### src/rtl/serial_alu_pkg.sv
// Shared types and helpers for the multi-operand serial ALU.
// Opcode encodings, payload type, FSM states, status bit offsets and word parity.
package serial_alu_pkg;

  typedef enum logic [7:0] {
    CMD_AND = 8'h01,
    CMD_OR  = 8'h02,
    CMD_XOR = 8'h03,
    CMD_ADD = 8'h10,
    CMD_SUB = 8'h11,
    CMD_MUL = 8'h20
  } operation_t;

  typedef enum logic {
    PT_DATA = 1'b0,
    PT_CTRL = 1'b1
  } payload_type_t;

  typedef enum logic [1:0] {
    ST_RX   = 2'd0,
    ST_CALC = 2'd1,
    ST_TX   = 2'd2
  } alu_state_t;

  // Status bit positions, counted down from the top of the status word.
  localparam int STATUS_INVALID_OFS = 1;
  localparam int STATUS_PARITY_OFS  = 2;
  localparam int STATUS_COUNT_OFS   = 3;

  localparam int PARITY_MAX_W = 64;

  // Even parity over type bit and data; callers zero-extend data.
  function automatic logic calc_parity(input logic type_bit,
                                       input logic [PARITY_MAX_W-1:0] data);
    return type_bit ^ (^data);
  endfunction

endpackage

### src/rtl/serial_alu_tx.sv
// Response serialiser: frames status, result-high and result-low words and
// shifts them MSB first on dout while dout_valid is high.
module serial_alu_tx
  import serial_alu_pkg::*;
#(
  parameter int DATA_W = 8
) (
  input  logic                  clk,
  input  logic                  rst,
  input  logic                  start,
  input  logic [DATA_W-1:0]     status,
  input  logic [2*DATA_W-1:0]   result,
  output logic                  dout,
  output logic                  dout_valid,
  output logic                  last
);

  localparam int WORD_W = DATA_W + 2;
  localparam int TOTAL  = 3 * WORD_W;
  localparam int CW     = $clog2(TOTAL + 1);

  logic [TOTAL-1:0] sr;
  logic [CW-1:0]    cnt;
  logic             valid;

  function automatic logic [WORD_W-1:0] frame_word(input logic [DATA_W-1:0] d);
    return {PT_DATA, d, calc_parity(PT_DATA, PARITY_MAX_W'(d))};
  endfunction

  always_ff @(posedge clk) begin
    if (rst) begin
      sr    <= '0;
      cnt   <= '0;
      valid <= 1'b0;
    end else if (start) begin
      sr    <= {frame_word(status),
                frame_word(result[2*DATA_W-1:DATA_W]),
                frame_word(result[DATA_W-1:0])};
      cnt   <= CW'(TOTAL);
      valid <= 1'b1;
    end else if (valid) begin
      sr  <= sr << 1;
      cnt <= cnt - CW'(1);
      if (cnt == CW'(1)) valid <= 1'b0;
    end
  end

  assign dout       = valid & sr[TOTAL-1];
  assign dout_valid = valid;
  assign last       = valid && (cnt == CW'(1));

endmodule

### src/rtl/serial_alu_multi.sv
// Multi-operand serial ALU: receiver, operand buffer, FSM and fold ALU.
// Define SERIAL_ALU_MUL_EN to add the multiply command (8'h20).
module serial_alu_multi
  import serial_alu_pkg::*;
#(
  parameter int DATA_W  = 8,
  parameter int MAX_OPS = 4
) (
  input  logic       clk,
  input  logic       rst,
  input  logic       enable_n,
  input  logic       din,
  output logic       dout,
  output logic       dout_valid,
  output logic [1:0] dbg_state
);

  localparam int WORD_W = DATA_W + 2;
  localparam int RES_W  = 2 * DATA_W;
  localparam int BCW    = $clog2(WORD_W);
  localparam int OCW    = $clog2(MAX_OPS + 1);
  localparam int IW     = $clog2(MAX_OPS);
  localparam logic [OCW-1:0] MAX_CNT = OCW'(MAX_OPS);

  // Handshake: none on the link. din is sampled every posedge while enable_n
  // is low in RX; the response is valid on dout for every cycle dout_valid is high.

  alu_state_t state, state_d;

  logic [BCW-1:0]    bit_cnt;
  logic [WORD_W-2:0] rx_sr;
  logic [WORD_W-1:0] word;
  logic              word_done;
  logic              w_type;
  logic [DATA_W-1:0] w_data;
  logic              par_bad;

  logic [DATA_W-1:0] ops [MAX_OPS];
  logic [OCW-1:0]    op_cnt;
  logic              par_err;
  logic              cnt_err;
  logic [7:0]        opcode_q;
  logic              op_valid;
  logic [DATA_W-1:0] status, status_next;
  logic              ctrl_err;

  logic [IW-1:0]     calc_idx;
  logic              calc_last;
  logic [RES_W-1:0]  acc, operand, fold_val;

  logic              tx_start, tx_launched, tx_last;

  assign word      = {rx_sr, din};
  assign word_done = (state == ST_RX) && !enable_n && (bit_cnt == BCW'(WORD_W - 1));
  assign w_type    = word[WORD_W-1];
  assign w_data    = word[WORD_W-2:1];
  assign par_bad   = calc_parity(w_type, PARITY_MAX_W'(w_data)) != word[0];

  always_comb begin
    op_valid = 1'b0;
    case (w_data[7:0])
      CMD_AND, CMD_OR, CMD_XOR, CMD_ADD, CMD_SUB: op_valid = 1'b1;
`ifdef SERIAL_ALU_MUL_EN
      CMD_MUL: op_valid = 1'b1;
`endif
      default: op_valid = 1'b0;
    endcase
  end

  always_comb begin
    status_next = '0;
    status_next[DATA_W-STATUS_INVALID_OFS] = !op_valid;
    status_next[DATA_W-STATUS_PARITY_OFS]  = par_err | par_bad;
    status_next[DATA_W-STATUS_COUNT_OFS]   = cnt_err | (op_cnt < OCW'(2));
  end

  assign ctrl_err  = |status_next;
  assign calc_last = OCW'(calc_idx) == (op_cnt - OCW'(1));

  // Operand 0 seeds the accumulator; later operands fold into it.
  always_comb begin
    operand  = RES_W'(ops[calc_idx]);
    fold_val = operand;
    if (calc_idx != '0) begin
      case (opcode_q)
        CMD_AND: fold_val = acc & operand;
        CMD_OR:  fold_val = acc | operand;
        CMD_XOR: fold_val = acc ^ operand;
        CMD_ADD: fold_val = acc + operand;
        CMD_SUB: fold_val = acc - operand;
`ifdef SERIAL_ALU_MUL_EN
        CMD_MUL: fold_val = acc * operand;
`endif
        default: fold_val = acc;
      endcase
    end
  end

  always_comb begin
    state_d  = state;
    tx_start = 1'b0;
    case (state)
      ST_RX: begin
        if (word_done && (w_type == PT_CTRL)) state_d = ctrl_err ? ST_TX : ST_CALC;
      end
      ST_CALC: begin
        if (calc_last) state_d = ST_TX;
      end
      ST_TX: begin
        tx_start = !tx_launched;
        if (tx_last) state_d = ST_RX;
      end
      default: state_d = ST_RX;
    endcase
  end

  always_ff @(posedge clk) begin
    if (rst) state <= ST_RX;
    else     state <= state_d;
  end

  always_ff @(posedge clk) begin
    if (rst) begin
      bit_cnt     <= '0;
      rx_sr       <= '0;
      op_cnt      <= '0;
      par_err     <= 1'b0;
      cnt_err     <= 1'b0;
      opcode_q    <= '0;
      status      <= '0;
      calc_idx    <= '0;
      acc         <= '0;
      tx_launched <= 1'b0;
    end else begin
      case (state)
        ST_RX: begin
          if (enable_n) begin
            bit_cnt <= '0;
          end else if (word_done) begin
            bit_cnt <= '0;
            if (w_type == PT_DATA) begin
              par_err <= par_err | par_bad;
              if (op_cnt < MAX_CNT) op_cnt  <= op_cnt + OCW'(1);
              else                  cnt_err <= 1'b1;
            end else begin
              opcode_q <= w_data[7:0];
              status   <= status_next;
              calc_idx <= '0;
              acc      <= '0;
            end
          end else begin
            bit_cnt <= bit_cnt + BCW'(1);
            rx_sr   <= {rx_sr[WORD_W-3:0], din};
          end
        end
        ST_CALC: begin
          acc      <= fold_val;
          calc_idx <= calc_idx + IW'(1);
        end
        ST_TX: begin
          if (tx_start) tx_launched <= 1'b1;
          if (tx_last) begin
            tx_launched <= 1'b0;
            op_cnt      <= '0;
            par_err     <= 1'b0;
            cnt_err     <= 1'b0;
            status      <= '0;
            bit_cnt     <= '0;
          end
        end
        default: ;
      endcase
    end
  end

  // Operand storage carries no reset; op_cnt alone says which entries are live.
  always_ff @(posedge clk) begin
    if (!rst && word_done && (w_type == PT_DATA) && (op_cnt < MAX_CNT))
      ops[op_cnt[IW-1:0]] <= w_data;
  end

  serial_alu_tx #(.DATA_W(DATA_W)) u_tx (
    .clk        (clk),
    .rst        (rst),
    .start      (tx_start),
    .status     (status),
    .result     (acc),
    .dout       (dout),
    .dout_valid (dout_valid),
    .last       (tx_last)
  );

  assign dbg_state = state;

endmodule

### config.mk
export PLATFORM = sky130hd
export DESIGN_NAME = serial_alu_multi
export DESIGN_NICKNAME = d
export VERILOG_FILES = /design/src/rtl/serial_alu_pkg.sv /design/src/rtl/serial_alu_tx.sv /design/src/rtl/serial_alu_multi.sv
export SDC_FILE = /design/constraint.sdc
export NUM_CORES = 1
export LEC_CHECK = 0
export CAP_MARGIN = 15
export CORE_MARGIN = 3
export CORE_UTILIZATION = 28
export CTS_BUF_LIST = sky130_fd_sc_hd__clkbuf_4 sky130_fd_sc_hd__clkbuf_8
export CTS_CLUSTER_SIZE = 30
export DETAILED_ROUTE_END_ITERATION = 16
export GPL_TIMING_DRIVEN = 1
export SYNTH_ARGS = -nofsm -noshare
export SYNTH_HDL_FRONTEND = slang
export SYNTH_SLANG_ARGS = --single-unit
### constraint.sdc
create_clock -name clk -period 3.2 [get_ports clk]
set_input_delay 0.64 -clock clk [delete_from_list [all_inputs] [get_ports clk]]
set_output_delay 0.64 -clock clk [all_outputs]
set_load 0.05 [all_outputs]
==> run metrics, run 1 <==
failing checks setup timing; power share of the clock group 45.8%; storage element area 0.00273 sq mm; pwr/cell area 355 mW/mm^2; minimum clock period 3.29 ns; Initial DRC Count 300; share of layout cells above drive strength 1 21.7%; Final Power 2.99 mW; Synth-to-Final Area Change 21.9%; Setup crit start kind register; normalized max-slew margin 49.1%; Max clock buf depth 2; Net Count, Synth 789; # clock sinks 120; Clock transition at path regs 0.09 ns; RSZ-0062 raised after global routing true; DR vias 5445; die area 0.0266 sq mm; sequential element share of the synthesized area 39.4%; Worst Tran Pin Value 0.763 ns; first-pass GRT wire length 27.2 mm; row cnt 56; nets@finish 857; internal power 2.22 mW; Die W 163 um; # setup viols final 5; most frequent cells in the layout 86 x dfxtp_1, 77 x nor2_1, 76 x buf_4; WL/cell 14.2 um; ant diodes 0; Hold WS 0.465 ns; switching share of total power 25.7%; synthesized cell area 0.00690 sq mm; Core Box Area 0.0238 sq mm; Final Hold Fails 0; clock latency on the worst-skew pair 0.45 ns; CTS tree built; reg2reg setup slack -0.09 ns; critical path arrival 3.62 ns; Starting Density 29.0%; vias in the first global route 5253; gr ovfl total 0; Gate Count Post-Synth 733; PortBufs 7; Avg Cell Area, Syn 9.42 sq um; Die H 163 um; TritonCTS buffer count 17; status complete, but fails checks; crit share post-route 103%; maximum fanout along the worst path 4; skew final 0.0140 ns; met1 Usage GRT 17.5%; io pins 8; Top FF cell, synth dfxtp_1; data required time of the worst path 3.53 ns; Detailed Route WL 16.1 mm; Setup CP Type register to register; Warnings, synthesis 0; max cap viols 0; f_max 304 MHz; Total Routing Usage GR 12.7%; Root Buffer clkbuf_8; switching pwr 768 uW; DRC Markers 0; CP Capture Type register; Distinct cells, synth 71; initial antenna violation count 0; worst vdd ir 0.308 mV; commonest non-fill, non-tap cell in the layout dfxtp_1; Leak 3.12 nW; Post-CTS Hold Fix Bufs 0; register bit total from synthesis 120; GR Util met2 20.1%; worst setup margin -0.0911 ns; pin count of the biggest net entering global routing 35; sequential power share 52.2%; drt pass-1 iters 7; EDFF count, synth 32; ys async rst share 0%; fill cell count 2441; Hold Path Class register to register; GR Util met3 2.66%; via/cell ratio 4.81; Multi-input gate area 0.00405 sq mm; fin. max-slew vios 0; ANT nets after route 0; grt peak-use layer met2; GP Congestion 0.869; Post-DP HPWL 11.5 mm; combinational group share of total power 2.0%; H-tree levels 4
## registers in the layout, summed over array words and instances (netlist names), named ones only
register	flops
tx_launched	1
status	3
dbg_state	2
u_tx.sr	30
u_tx.cnt	5
opcode_q	8
u_tx.dout_valid	1
op_cnt	3
acc	16
calc_idx	2
ops	32
rx_sr	9
cnt_err	1
bit_cnt	4
par_err	1
## cell usage after synthesis, types with 4 or more instances
| cell type | number | share of area, % |
|---|---|---|
| dfxtp_1 | 88 | 26 |
| nor2b_1 | 10 | 0.91 |
| ha_1 | 51 | 9.2 |
| and2_1 | 7 | 0.63 |
| a211oi_1 | 23 | 2.5 |
| o21ai_1 | 7 | 0.51 |
| o21ai_0 | 28 | 2.0 |
| mux4_2 | 8 | 2.6 |
| xnor2_1 | 35 | 4.4 |
| inv_1 | 35 | 1.9 |
| edfxtp_1 | 32 | 14 |
| buf_1 | 7 | 0.38 |
| nor3_1 | 8 | 0.58 |
| nand3_1 | 24 | 1.7 |
| nor4_1 | 4 | 0.36 |
| a21oi_1 | 53 | 3.8 |
| mux2i_1 | 43 | 6.2 |
| xor2_1 | 10 | 1.3 |
| buf_2 | 4 | 0.29 |
| clkbuf_1 | 27 | 1.5 |
| nor2_1 | 79 | 4.3 |
| nand2b_1 | 11 | 1.0 |
| o21a_1 | 5 | 0.54 |
| o31ai_1 | 8 | 0.87 |
| nand2_1 | 51 | 2.8 |
| a31oi_1 | 5 | 0.45 |
| a22o_1 | 4 | 0.51 |
## final timing paths
check | to | cells past startpoint | from
max | acc[14] | 13 | register
min | tx_launched | 1 | tx_launched
min reg2reg | tx_launched | 1 | tx_launched
max reg2reg | acc[14] | 13 | register
## worst max-delay path: stages (launching register included)
cell and delay [ns]:
dfxtp_4 0.38, buf_6 0.11, mux4_2 0.54, nor3_4 0.25, nand2_2 0.10, nor2_2 0.09
ha_1 0.23, mux2i_1 0.15, ha_1 0.27, a211o_1 0.26, o32a_1 0.37, a21oi_1 0.19
xor2_1 0.15, o21ai_0 0.08
## per-layer routing
layer,part of all wire (%),vias to the layer above
met5,0,-
met4,1.3,0
met3,3.2,19
met2,46,89
met1,50,2576
li1,-,2761
## power groups by stage
stage / clock network (mW) / registers, mW / logic (mW)
floorplan: 0 / 1.59 / 0.0448
global placement: 0 / 1.59 / 0.0605
detailed placement: 0 / 1.59 / 0.0604
CTS: 1.41 / 1.56 / 0.0604
global route: 1.47 / 1.56 / 0.0658
finish: 1.37 / 1.56 / 0.0599
## through the flow
step                TNS [ns]  utilization, %  area, sq um  std cells  setup WS, ns
global route           -1.30            35.3         8410       1133        -0.250
floorplan                  0               -         6910        733        0.0100
CTS                   -0.528            34.8         8280       1129        -0.164
detailed placement     -1.56            32.5         7740       1090        -0.310
finish                -0.273            35.3         8410       1133       -0.0911
global placement       -1.18            32.5         7740       1090        -0.251
## timing repair
item,in CTS,in global routing
endpoints found under the hold margin,0,0
buffers inserted,8,4
endpoints found under the setup margin,8,11
pin swaps,24,22
resized for setup,29,23
## cells by family (layout without fill, tap and decap cells)
family | after synthesis | count (layout) | share of synthesized area (%)
and+or+nand+nor | 216 | 216 | 15.2
AOI/OAI and AO/OA | 171 | 171 | 16.8
DFF | 120 | 120 | 39.4
buffers and inverters | 78 | 159 | 4.48
adders and majority gates | 52 | 52 | 9.53
muxes | 51 | 51 | 8.85
xor gates and xnor gates | 45 | 45 | 5.71
## cell type report
| class | instances | share of cell area, % |
|---|---|---|
| timing repair buffer | 89 | 8.36 |
| clock inverter | 15 | 1.87 |
| tap | 319 | 4.74 |
| inverter | 38 | 1.75 |
| sequential | 120 | 32.4 |
| multi-input combinational | 535 | 48.1 |
| clock buffer | 17 | 2.78 |
(Power assumes the default switching activity.)
==> run 2, diff against run 1 <==
CORE_ASPECT_RATIO = 1.75   (was default)
CORE_MARGIN = 4   (was 3)
GPL_ROUTABILITY_DRIVEN = 0   (was default)
==> run 2 against run 1 <==
  * The flow still finishes with violations (setup timing)
  * Register-to-register slack worse by 0.07 ns
  * Design area down 0.68%
  * First-iteration DRC count is 29% lower
  * Sequential share of layout area up 0.22 points
  * Critical path type unchanged
  * Highest routed layer unchanged
==> run metrics, run 2 (synthesized netlist as in run 1, its figures left out) <==
status complete, but fails checks; failing checks setup timing; Die H 216 um; Leak 3.17 nW; vias in the first global route 5645; Starting Density 28.6%; # clock sinks 120; internal power 2.35 mW; ant diodes 0; placed cell count 1084; crit share post-route 105%; pwr/cell area 357 mW/mm^2; power share of the clock group 45.8%; Post-DP HPWL 13.3 mm; TritonCTS buffer count 17; drt pass-1 iters 6; CTS tree built; Setup crit start kind register; share of layout cells above drive strength 1 21.0%; DRC Markers 0; io pins 8; worst r2r src opcode_q[3]; placed standard-cell area 0.00778 sq mm; critical path arrival 3.68 ns; Worst Tran Pin Value 0.741 ns; Total Routing Usage GR 12.9%; Critical Path Start opcode_q[3]; switching pwr 640 uW; commonest non-fill, non-tap cell in the layout dfxtp_1; nets@finish 854; pin count of the biggest net entering global routing 35; max cap viols 0; worst setup margin -0.160 ns; max FFs per register 32; Hold WS 0.457 ns; first-pass GRT wire length 28.2 mm; Synth-to-Final Area Change 21.1%; Die W 127 um; gr ovfl total 0; Core Box Area 0.0241 sq mm; post-place setup slack -0.240 ns; sequential power share 52.2%; hold wc startpoint tx_launched; RSZ-0062 raised after global routing true; f_max 298 MHz; row cnt 75; Detailed Route WL 17.3 mm; initial antenna violation count 0; Hold Path Class register to register; design area 0.00836 sq mm; Final Hold Fails 0; WL/cell 15.5 um; data required time of the worst path 3.52 ns; most frequent cells in the layout 86 x dfxtp_1, 77 x nor2_1, 76 x buf_4; Setup CP Type register to register; skew final 0.0119 ns; clock latency on the worst-skew pair 0.43 ns; Max clock buf depth 2; Clock transition at path regs 0.08 ns; maximum fanout along the worst path 4; # setup viols final 8; H-tree levels 4; worst vdd ir 0.290 mV; ANT nets after route 0; fin. max-slew vios 0; combinational group share of total power 2.0%; minimum clock period 3.36 ns; via/cell ratio 4.94; normalized max-slew margin 50.5%; PortBufs 7; die area 0.0273 sq mm; Root Buffer clkbuf_8; non-filler cells, final 1118; CP Capture Type register; Initial DRC Count 212; switching share of total power 21.4%; DR vias 5528
[run 2: final cells by class]
type | count | area (sq um)
sequential | 120 | 2730
inverter | 38 | 145
tap | 308 | 385
multi-input combinational | 535 | 4030
clock buffer | 23 | 298
clock inverter | 8 | 97.6
timing repair buffer | 86 | 678
fill | 2462 | 15800
[run 2: through the flow]
step,TNS (ns),power (mW),util (%)
2_1_floorplan,0,1.64,-
5_1_grt,-2.19,3.10,34.7
6_report,-0.796,2.99,34.7
4_1_cts,-0.407,3.03,34.1
3_5_place_dp,-1.60,1.65,32.3
3_3_place_gp,-1.00,1.65,32.3
[run 2: metal layers]
| metal | wire length (um) | part of all wire (%) | up-vias | global-route usage, % |
|---|---|---|---|---|
| li1 | - | - | 2749 | - |
| met1 | 6060 | 35 | 2623 | 12.2 |
| met2 | 9890 | 57 | 105 | 25.1 |
| met3 | 358 | 2.1 | 51 | 1.93 |
| met4 | 986 | 5.7 | 0 | 8.12 |
| met5 | 0 | 0 | - | 0 |
[run 2: repair_timing]
item,4_1_cts,5_1_grt
endpoints found under the hold margin,0,0
pin swaps,2,18
resized for setup,11,33
endpoints found under the setup margin,11,11
cloned,0,0
buffers inserted,1,4
hold buffers,0,0
[run 2: power groups by stage]
stage          Sequential, mW  Combinational (mW)  Clock (mW)
3_5_place_dp             1.59              0.0598           0
4_1_cts                  1.56              0.0600        1.41
6_report                 1.56              0.0588        1.37
2_1_floorplan            1.59              0.0448           0
3_3_place_gp             1.59              0.0600           0
5_1_grt                  1.56              0.0660        1.47
[run 2: final timing paths]
path	cells after the start	slack [ns]	endpoint
max	11	-0.16	acc[10]
min	1	0.46	tx_launched
max reg2reg	11	-0.16	acc[10]
min reg2reg	1	0.46	tx_launched
[run 2: worst max-delay path, cell delays in order, from the launching register on]
cell and delay, ns:
dfxtp_1 0.33, or4_4 0.56, nor4_4 0.47, nor2_1 0.11, xnor2_1 0.15, ha_1 0.31
nor2b_1 0.16, o31a_1 0.29, o32a_1 0.43, a31oi_1 0.19, xor2_1 0.18, o21ai_1 0.07
==> run 3, diff against run 2 <==
CTS_CLUSTER_DIAMETER = 50   (was default)
RECOVER_POWER = 25   (was default)
SLEW_MARGIN = 40   (was default)
==> run 3 against run 2 <==
  * The run still ends with setup timing left
  * Clock skew up 0.0010 ns
  * Via count down 0.81%
  * Setup slack worse by 0.0068 ns
  * Sequential power about the same
  * Clock power about the same
  * Largest cell class unchanged
==> run metrics, run 3 (synthesized netlist as in run 1, its figures left out) <==
die area 0.0273 sq mm; failing checks setup timing; maximum fanout along the worst path 4; pin count of the biggest net entering global routing 35; Core Box Area 0.0241 sq mm; Hold Path Class register to register; Initial DRC Count 192; WL/cell 15.5 um; worst r2r src opcode_q[3]; worst setup margin -0.167 ns; status complete, but fails checks; row cnt 75; max cap viols 0; via/cell ratio 4.90; fill cell count 2463; Worst Tran Pin Value 0.740 ns; commonest non-fill, non-tap cell in the layout dfxtp_1; first-pass GRT wire length 28.2 mm; crit path buf inv count 0; share of layout cells above drive strength 1 20.9%; skew final 0.0129 ns; Max clock buf depth 2; Detailed Route WL 17.3 mm; crit share post-route 105%; ant diodes 0; worst vdd ir 0.290 mV; Post-CTS Hold Fix Bufs 0; Crit path largest cell delay 0.56 ns; hold wc startpoint tx_launched; # setup viols final 8; drt pass-1 iters 4; vias in the first global route 5645; Hold WS 0.457 ns; TritonCTS buffer count 17; H-tree levels 4; Setup crit start kind register; f_max 297 MHz; WL met3 273 um; pwr/cell area 358 mW/mm^2; CTS tree built; io pins 8; # clock sinks 120; wire length on met1 6.15 mm; Final Hold Fails 0; data required time of the worst path 3.52 ns; Synth-to-Final Area Change 21.0%; fin. max-slew vios 0; Die W 127 um; Starting Density 28.6%; critical path arrival 3.69 ns; met2 wire length 9.88 mm; most frequent cells in the layout 86 x dfxtp_1, 77 x nor2_1, 76 x buf_4; CP Capture Type register; Highest Signal Layer met4; DR vias 5483; max FFs per register 32; Root Buffer clkbuf_8; normalized max-slew margin 50.6%; Clock transition at path regs 0.08 ns; DRC Markers 0; nets@finish 854; clock latency on the worst-skew pair 0.43 ns; CP max-delay cell or4_4; PortBufs 7; gr ovfl total 0; RSZ-0062 raised after global routing true; Die H 216 um; crit path cell chain or4_4, nor4_4, nor2_1, xnor2_1, ha_1, nor2b_1, o31a_1, o32a_1, a31oi_1, xor2_1, o21ai_1; Total Routing Usage GR 12.9%; minimum clock period 3.37 ns; ANT nets after route 0; Final Power 2.99 mW; CP delay by family, top simple AND/OR/NAND/NOR gates; Setup CP Type register to register; Leak 3.17 nW; initial antenna violation count 0; Critical Path Start opcode_q[3]; Post-DP HPWL 13.3 mm
[run 3: final timing paths]
check | to | slack [ns] | depth (start not counted)
max | acc[10] | -0.17 | 11
min | tx_launched | 0.46 | 1
max reg2reg | acc[10] | -0.17 | 11
min reg2reg | tx_launched | 0.46 | 1
[run 3: area by class of cell]
class,instances,area (sq um),area share [%]
multi-input combinational,535,4020,48.1
sequential,120,2730,32.7
timing repair buffer,86,678,8.12
tap,308,385,4.61
clock buffer,23,298,3.57
inverter,38,145,1.74
clock inverter,8,97.6,1.17
[run 3: what timing repair did]
| action | in CTS | in global routing |
|---|---|---|
| pin swaps | 2 | 18 |
| resized for setup | 11 | 33 |
| endpoints found under the setup margin | 11 | 11 |
| buffers inserted | 1 | 4 |
[run 3: where the power goes]
part           leakage, nW  internal (mW)  switching, mW
sequential            1.01           1.55        0.00624
combinational         1.95         0.0200         0.0388
clock                0.210          0.773          0.596
total                 3.17           2.35          0.641
[run 3: per-stage QoR]
step                TNS, ns  setup WS, ns  instance area (sq um)  util (%)  cells
global route          -2.19        -0.306                   8350      34.6   1118
finish               -0.806        -0.167                   8350      34.6   1118
global placement      -1.00        -0.185                   7780      32.3   1084
CTS                  -0.407       -0.0935                   8210      34.1   1116
detailed placement    -1.60        -0.240                   7780      32.3   1084
floorplan                 0        0.0100                   6910         -    733
[run 3: metal layers]
layer | vias to the layer above | track usage, %
met4 | 0 | 8.12
met3 | 50 | 1.93
met2 | 79 | 25.1
li1 | 2746 | -
met5 | - | 0
met1 | 2608 | 12.2
